--- config.mk ---
export PLATFORM = sky130hd
export DESIGN_NAME = shifter_arbiter_flat
export DESIGN_NICKNAME = d
export VERILOG_FILES = /design/src/rtl/shifter_arbiter_if.sv /design/src/rtl/shifter_arbiter.sv /design/src/flat_wrapper.sv
export SDC_FILE = /design/constraint.sdc
export NUM_CORES = 1
export LEC_CHECK = 0
export BUFFER_PORTS_ARGS = -buffer_cell sky130_fd_sc_hd__buf_2
export CORE_MARGIN = 2
export CORE_UTILIZATION = 41
export CTS_CLUSTER_SIZE = 16
export DETAILED_ROUTE_END_ITERATION = 7
export GPL_ROUTABILITY_DRIVEN = 0
export PLACE_DENSITY = 0.77
export SLEW_MARGIN = 10
export SYNTH_ARGS = -nofsm -noshare
export SYNTH_HDL_FRONTEND = slang
export SYNTH_SLANG_ARGS = --single-unit
--- constraint.sdc ---
create_clock -name clk -period 3.25 [get_ports clk]
set_input_delay 0.1625 -clock clk [delete_from_list [all_inputs] [get_ports clk]]
set_output_delay 0.1625 -clock clk [all_outputs]
set_load 0.03 [all_outputs]
--- src/rtl/shifter_arbiter_if.sv ---
// rtl/shifter_arbiter_if.sv - requester/shifter signal bundle for shifter_arbiter
interface shifter_arbiter_if;
  logic        req0;
  logic        req1;
  logic [31:0] dataA0;
  logic [31:0] dataA1;
  logic [31:0] dataB0;
  logic [31:0] dataB1;
  logic [5:0]  Signal0;
  logic [5:0]  Signal1;
  logic        gnt0;
  logic        gnt1;
  logic        done0;
  logic        done1;
  logic [31:0] shA;
  logic [31:0] shB;
  logic [5:0]  shSignal;
  logic [31:0] shOut;
  logic [31:0] dataOut;
  logic        busy;

  // arbiter side
  modport slave (
    input  req0, req1, dataA0, dataA1, dataB0, dataB1, Signal0, Signal1, shOut,
    output gnt0, gnt1, done0, done1, shA, shB, shSignal, dataOut, busy
  );

  // requester/shifter side
  modport master (
    output req0, req1, dataA0, dataA1, dataB0, dataB1, Signal0, Signal1, shOut,
    input  gnt0, gnt1, done0, done1, shA, shB, shSignal, dataOut, busy
  );
endinterface

--- src/rtl/shifter_arbiter.sv ---
// rtl/shifter_arbiter.sv - two-requester arbiter for one shared barrel shifter; SHIFTER_ARB_RR_EN enables round-robin
module shifter_arbiter #(
  parameter int SHIFT_LAT = 1
) (
  input logic              clk,
  input logic              reset,
  shifter_arbiter_if.slave bus
);

  typedef enum logic [1:0] {IDLE = 2'd0, BUSY = 2'd1, DONE = 2'd2} state_t;

  localparam logic [3:0] CNT_LOAD = 4'(SHIFT_LAT - 1);

  state_t      state;
  state_t      state_n;
  logic [3:0]  cnt;
  logic        owner;
  logic [31:0] op_a;
  logic [31:0] op_b;
  logic [5:0]  op_sig;
  logic [31:0] data_out;
  logic        gnt0_q;
  logic        gnt1_q;
  logic        done0_q;
  logic        done1_q;
  logic        busy_q;
  logic        pick;
  logic        take;
  logic        cap;

`ifdef SHIFTER_ARB_RR_EN
  logic        ptr;

  // winner: favoured requester on a tie, otherwise whoever is asking
  always_comb begin
    pick = 1'b0;
    if (bus.req0 && bus.req1) pick = ptr;
    else                      pick = bus.req1;
  end

  // pointer moves to the loser after every grant
  always_ff @(posedge clk or posedge reset) begin
    if (reset)     ptr <= 1'b0;
    else if (take) ptr <= ~pick;
  end
`else
  // winner: requester 0 always wins when it asks
  always_comb begin
    pick = 1'b0;
    pick = ~bus.req0;
  end
`endif

  // next-state logic; requests only looked at in IDLE
  always_comb begin
    state_n = state;
    take    = 1'b0;
    cap     = 1'b0;
    case (state)
      IDLE: begin
        if (bus.req0 || bus.req1) begin
          state_n = BUSY;
          take    = 1'b1;
        end
      end
      BUSY: begin
        if (cnt == 4'd0) begin
          state_n = DONE;
          cap     = 1'b1;
        end
      end
      DONE:    state_n = IDLE;
      default: state_n = IDLE;
    endcase
  end

  // state register
  always_ff @(posedge clk or posedge reset) begin
    if (reset) state <= IDLE;
    else       state <= state_n;
  end

  // handshake pulses, operand latch, latency counter and result capture
  always_ff @(posedge clk or posedge reset) begin
    if (reset) begin
      gnt0_q   <= 1'b0;
      gnt1_q   <= 1'b0;
      done0_q  <= 1'b0;
      done1_q  <= 1'b0;
      busy_q   <= 1'b0;
      cnt      <= 4'd0;
      owner    <= 1'b0;
      op_a     <= 32'd0;
      op_b     <= 32'd0;
      op_sig   <= 6'd0;
      data_out <= 32'd0;
    end else begin
      gnt0_q  <= take & ~pick;
      gnt1_q  <= take & pick;
      done0_q <= cap & ~owner;
      done1_q <= cap & owner;
      busy_q  <= (state_n != IDLE);
      if (take) begin
        owner  <= pick;
        cnt    <= CNT_LOAD;
        op_a   <= pick ? bus.dataA1  : bus.dataA0;
        op_b   <= pick ? bus.dataB1  : bus.dataB0;
        op_sig <= pick ? bus.Signal1 : bus.Signal0;
      end else if (state == BUSY && cnt != 4'd0) begin
        cnt <= cnt - 4'd1;
      end
      if (cap) data_out <= bus.shOut;
    end
  end

  assign bus.gnt0     = gnt0_q;
  assign bus.gnt1     = gnt1_q;
  assign bus.done0    = done0_q;
  assign bus.done1    = done1_q;
  assign bus.busy     = busy_q;
  assign bus.dataOut  = data_out;
  assign bus.shA      = op_a;
  assign bus.shB      = op_b;
  assign bus.shSignal = op_sig;

endmodule

--- src/flat_wrapper.sv ---
// flat-port wrapper written by rule: the top's interface ports become plain ports
module shifter_arbiter_flat 
#(
  parameter int SHIFT_LAT = 1
)
  (clk, reset, bus_req0, bus_req1, bus_dataA0, bus_dataA1, bus_dataB0, bus_dataB1, bus_Signal0, bus_Signal1, bus_shOut, bus_gnt0, bus_gnt1, bus_done0, bus_done1, bus_shA, bus_shB, bus_shSignal, bus_dataOut, bus_busy);
  shifter_arbiter_if bus_i ();
  input logic clk;
  input logic reset;
  input wire logic [$bits(bus_i.req0)-1:0] bus_req0;
  input wire logic [$bits(bus_i.req1)-1:0] bus_req1;
  input wire logic [$bits(bus_i.dataA0)-1:0] bus_dataA0;
  input wire logic [$bits(bus_i.dataA1)-1:0] bus_dataA1;
  input wire logic [$bits(bus_i.dataB0)-1:0] bus_dataB0;
  input wire logic [$bits(bus_i.dataB1)-1:0] bus_dataB1;
  input wire logic [$bits(bus_i.Signal0)-1:0] bus_Signal0;
  input wire logic [$bits(bus_i.Signal1)-1:0] bus_Signal1;
  input wire logic [$bits(bus_i.shOut)-1:0] bus_shOut;
  output wire logic [$bits(bus_i.gnt0)-1:0] bus_gnt0;
  output wire logic [$bits(bus_i.gnt1)-1:0] bus_gnt1;
  output wire logic [$bits(bus_i.done0)-1:0] bus_done0;
  output wire logic [$bits(bus_i.done1)-1:0] bus_done1;
  output wire logic [$bits(bus_i.shA)-1:0] bus_shA;
  output wire logic [$bits(bus_i.shB)-1:0] bus_shB;
  output wire logic [$bits(bus_i.shSignal)-1:0] bus_shSignal;
  output wire logic [$bits(bus_i.dataOut)-1:0] bus_dataOut;
  output wire logic [$bits(bus_i.busy)-1:0] bus_busy;
  assign bus_i.req0 = bus_req0;
  assign bus_i.req1 = bus_req1;
  assign bus_i.dataA0 = bus_dataA0;
  assign bus_i.dataA1 = bus_dataA1;
  assign bus_i.dataB0 = bus_dataB0;
  assign bus_i.dataB1 = bus_dataB1;
  assign bus_i.Signal0 = bus_Signal0;
  assign bus_i.Signal1 = bus_Signal1;
  assign bus_i.shOut = bus_shOut;
  assign bus_gnt0 = bus_i.gnt0;
  assign bus_gnt1 = bus_i.gnt1;
  assign bus_done0 = bus_i.done0;
  assign bus_done1 = bus_i.done1;
  assign bus_shA = bus_i.shA;
  assign bus_shB = bus_i.shB;
  assign bus_shSignal = bus_i.shSignal;
  assign bus_dataOut = bus_i.dataOut;
  assign bus_busy = bus_i.busy;
  shifter_arbiter #(.SHIFT_LAT(SHIFT_LAT)) u_core (.clk(clk), .reset(reset), .bus(bus_i));
endmodule
==> impl_metrics.yaml <==
sta:
  finClkSkew_ns: 0.0102
  setup_viol: 0
  slew_headroom: 0.418
  rsz0062_at_grt: "no"
  tightest_slew_ns: 0.873
  finalCritPeriodShare: 0.605
  fin_crit_ns: 1.97
  slew_viol_final: 0
  fmax_mhz: 509
  fin_tns_setup_ns: 0
  hold_viol: 0
pwr:
  p_leak_nw: 3.94
  ir_drop_mv: 0.484
  power_density_mw_per_mm2: 1090
  finalPower_mw: 8.16
synth:
  synthTopCellsByArea: "dfrtp_1 55%, mux2i_1 14%, mux2_4 8.1%"
  synth-seq-area-share: 0.550
  yosys.area.top_type: "dfrtp_1"
  synth.distinct_cells: 24
  synth-seq-cells: 114
  synth_top_area_share: 0.550
  syn_avg_cell_area_um2: 12.1
  synthesis.instances: 429
  synth_area_mm2: 0.00518
  synth_nets: 607
  yosysWarnings: 0
floorplanning:
  core_area_mm2: 0.0125
  dieArea_mm2: 0.0136
  io_pins: 283
  row_count: 41
  start_util: 0.416
  die_w_um: 116
  die_height_um: 116
placement:
  port_buffers: 282
  place_inst: 854
  place_area_mm2: 0.00664
  dpl.hpwl_um: 9950
critical_path:
  startpoint_type: "flop"
  crit_type: "reg -> reg"
  worstPathRequired_ns: 3.53
  cp_max_fo: 34
  timing.critical_path.to_type: "flop"
  worstPathArrival_ns: 2.24
global_route:
  grt_pass1_vias: 4677
  grt_use_total: 0.215
  grt-ovfl-total: 0
  grt_pass1_wl_um: 22500
  antenna_found_initial: 0
  grt_max_degree: 74
route:
  drc_errors: 0
  drt_wl_total_um: 14700
  drt-initial-drc-count: 321
  drtPass1Iterations: 4
  vias: 4621
  avgRoutedWirePerCell_um: 16.1
  via_per_inst: 5.05
  ant_nets: 0
run_status:
  outcome: "finished clean"
cells_and_area:
  diodes: 0
  area_growth_pct: 44.7
  utilization: 0.602
  final_layout_size_suffix_gt1_frac: 0.474
  finalNonFillerCells: 915
  fin_nets: 909
  stdcell_area_mm2: 0.00750
clock_network:
  clock_sinks: 114
  cts_root_buffer: "clkbuf_16"
  htreeDepth: 4
  clkLatencyLatePin_ns: 0.41
  cts_inserted_buffers: 17
  clockBufferDepth: 2
  cts-resized-gates: 0
  cts.clk_slew.worst_paths_ns: 0.05
  cts_tree: "built"
flow_run:
  max_cap_violations: 0
worst_hold_path:
  hold_path_class: "in -> reg"
per-layer routing:
layer	track usage	vias up	part of all wire
met2	0.384	236	0.51
met4	0.0960	0	0.023
met1	0.239	2209	0.38
met5	0	-	0
met3	0.0618	31	0.084
li1	-	2145	-
path summary, 6_finish.rpt:
kind / start / to / slack (ns) / cells after the start
max: u_core.cnt[0]$_DFFE_PP0P_ / u_core.bus.dataOut[16]$_DFFE_PP0P_ / 1.28 / 5
min: bus_shOut[14] / u_core.bus.dataOut[14]$_DFFE_PP0P_ / 0.02 / 2
max reg2reg: u_core.cnt[0]$_DFFE_PP0P_ / u_core.bus.dataOut[16]$_DFFE_PP0P_ / 1.28 / 5
min reg2reg: u_core.owner$_DFFE_PP0P_ / u_core.bus.done0$_DFF_PP0_ / 0.48 / 1
max in group asynchronous: reset / u_core.bus.shB[12]$_DFFE_PP0P_ / 1.87 / 4
min in group asynchronous: reset / u_core.bus.shSignal[2]$_DFFE_PP0P_ / 0.49 / 3
cell families after synthesis:
family,Yosys count,share of synthesized area
flops,114,0.550
fa+ha+maj,2,0.00483
compound gates,148,0.144
mux,104,0.229
buf+inv,41,0.0478
simple gates,20,0.0246
worst max-delay path, stage by stage, from the launching register on:
cell and delay (ns):
dfrtp_1 0.40, inv_1 0.09, ha_1 0.19, nor3b_4 0.31
nand2_4 0.38, mux2_4 0.44
layout make-up:
class | count | area [um^2]
Timing Repair Buffer | 318 | 1760
Fill cell | 989 | 4960
Clock inverter | 4 | 47.5
Sequential cell | 114 | 2850
Clock buffer | 27 | 513
Multi-Input combinational cell | 274 | 2090
Tap cell | 172 | 215
Inverter | 6 | 25.0
stage by stage:
stage	hold slack, ns	worst slack (ns)
after floorplan	0.299	0.0718
after global placement	0.394	1.30
after detailed placement	0.396	1.26
after CTS	0.00194	1.29
after global routing	0.00215	1.17
final	0.0168	1.28
synth_stat cells:
| cell type | instances |
|---|---|
| nor2_1 | 5 |
| or4_1 | 2 |
| o31ai_1 | 1 |
| nor3b_4 | 1 |
| inv_1 | 6 |
| and3_1 | 1 |
| a21o_1 | 1 |
| nand2b_1 | 1 |
| nor3_1 | 4 |
| or2_1 | 2 |
| nand2_4 | 1 |
| clkbuf_1 | 15 |
| dfrtp_1 | 114 |
| nor2b_1 | 2 |
| mux2i_1 | 72 |
| buf_6 | 11 |
| ha_1 | 2 |
| mux2_4 | 28 |
| and2_1 | 1 |
| buf_2 | 9 |
| mux2_2 | 4 |
| a21oi_1 | 1 |
| o21ai_1 | 70 |
| o21ai_0 | 75 |
state kept, by name, indices dropped and copies added, names as in the netlist:
register	cells
u_core.bus.busy	1
u_core.owner	1
u_core.bus.gnt0	1
u_core.bus.dataOut	32
u_core.cnt	4
u_core.bus.shSignal	6
u_core.state	2
u_core.bus.done1	1
u_core.bus.done0	1
u_core.bus.gnt1	1
u_core.bus.shA	32
u_core.bus.shB	32
power by group:
part | switching (mW) | total (mW) | leakage (nW) | internal (mW)
sequential | 0.398 | 2.53 | 1.39 | 2.13
combinational | 2.54 | 3.88 | 2.28 | 1.35
clock | 0.606 | 1.75 | 0.273 | 1.15
total | 3.54 | 8.16 | 3.94 | 4.62
repair_timing:
item | CTS | global route
buffers inserted | 0 | 0
hold endpoints to repair | 81 | 1
hold buffers | 29 | 1
placed cells by master (no fill, tap or decap), types with 4 or more instances in the layout:
| master | n |
|---|---|
| inv_1 | 5 |
| nor3_1 | 4 |
| mux2_2 | 4 |
| buf_4 | 7 |
| clkbuf_16 | 17 |
| dlygate4sd3_1 | 30 |
| o21ai_1 | 70 |
| buf_2 | 281 |
| dfrtp_1 | 114 |
| clkbuf_8 | 5 |
| o21ai_0 | 75 |
| mux2i_1 | 72 |
| mux2_4 | 28 |
| clkbuf_1 | 5 |
| nor2_1 | 4 |
(Power assumes the default switching activity.)
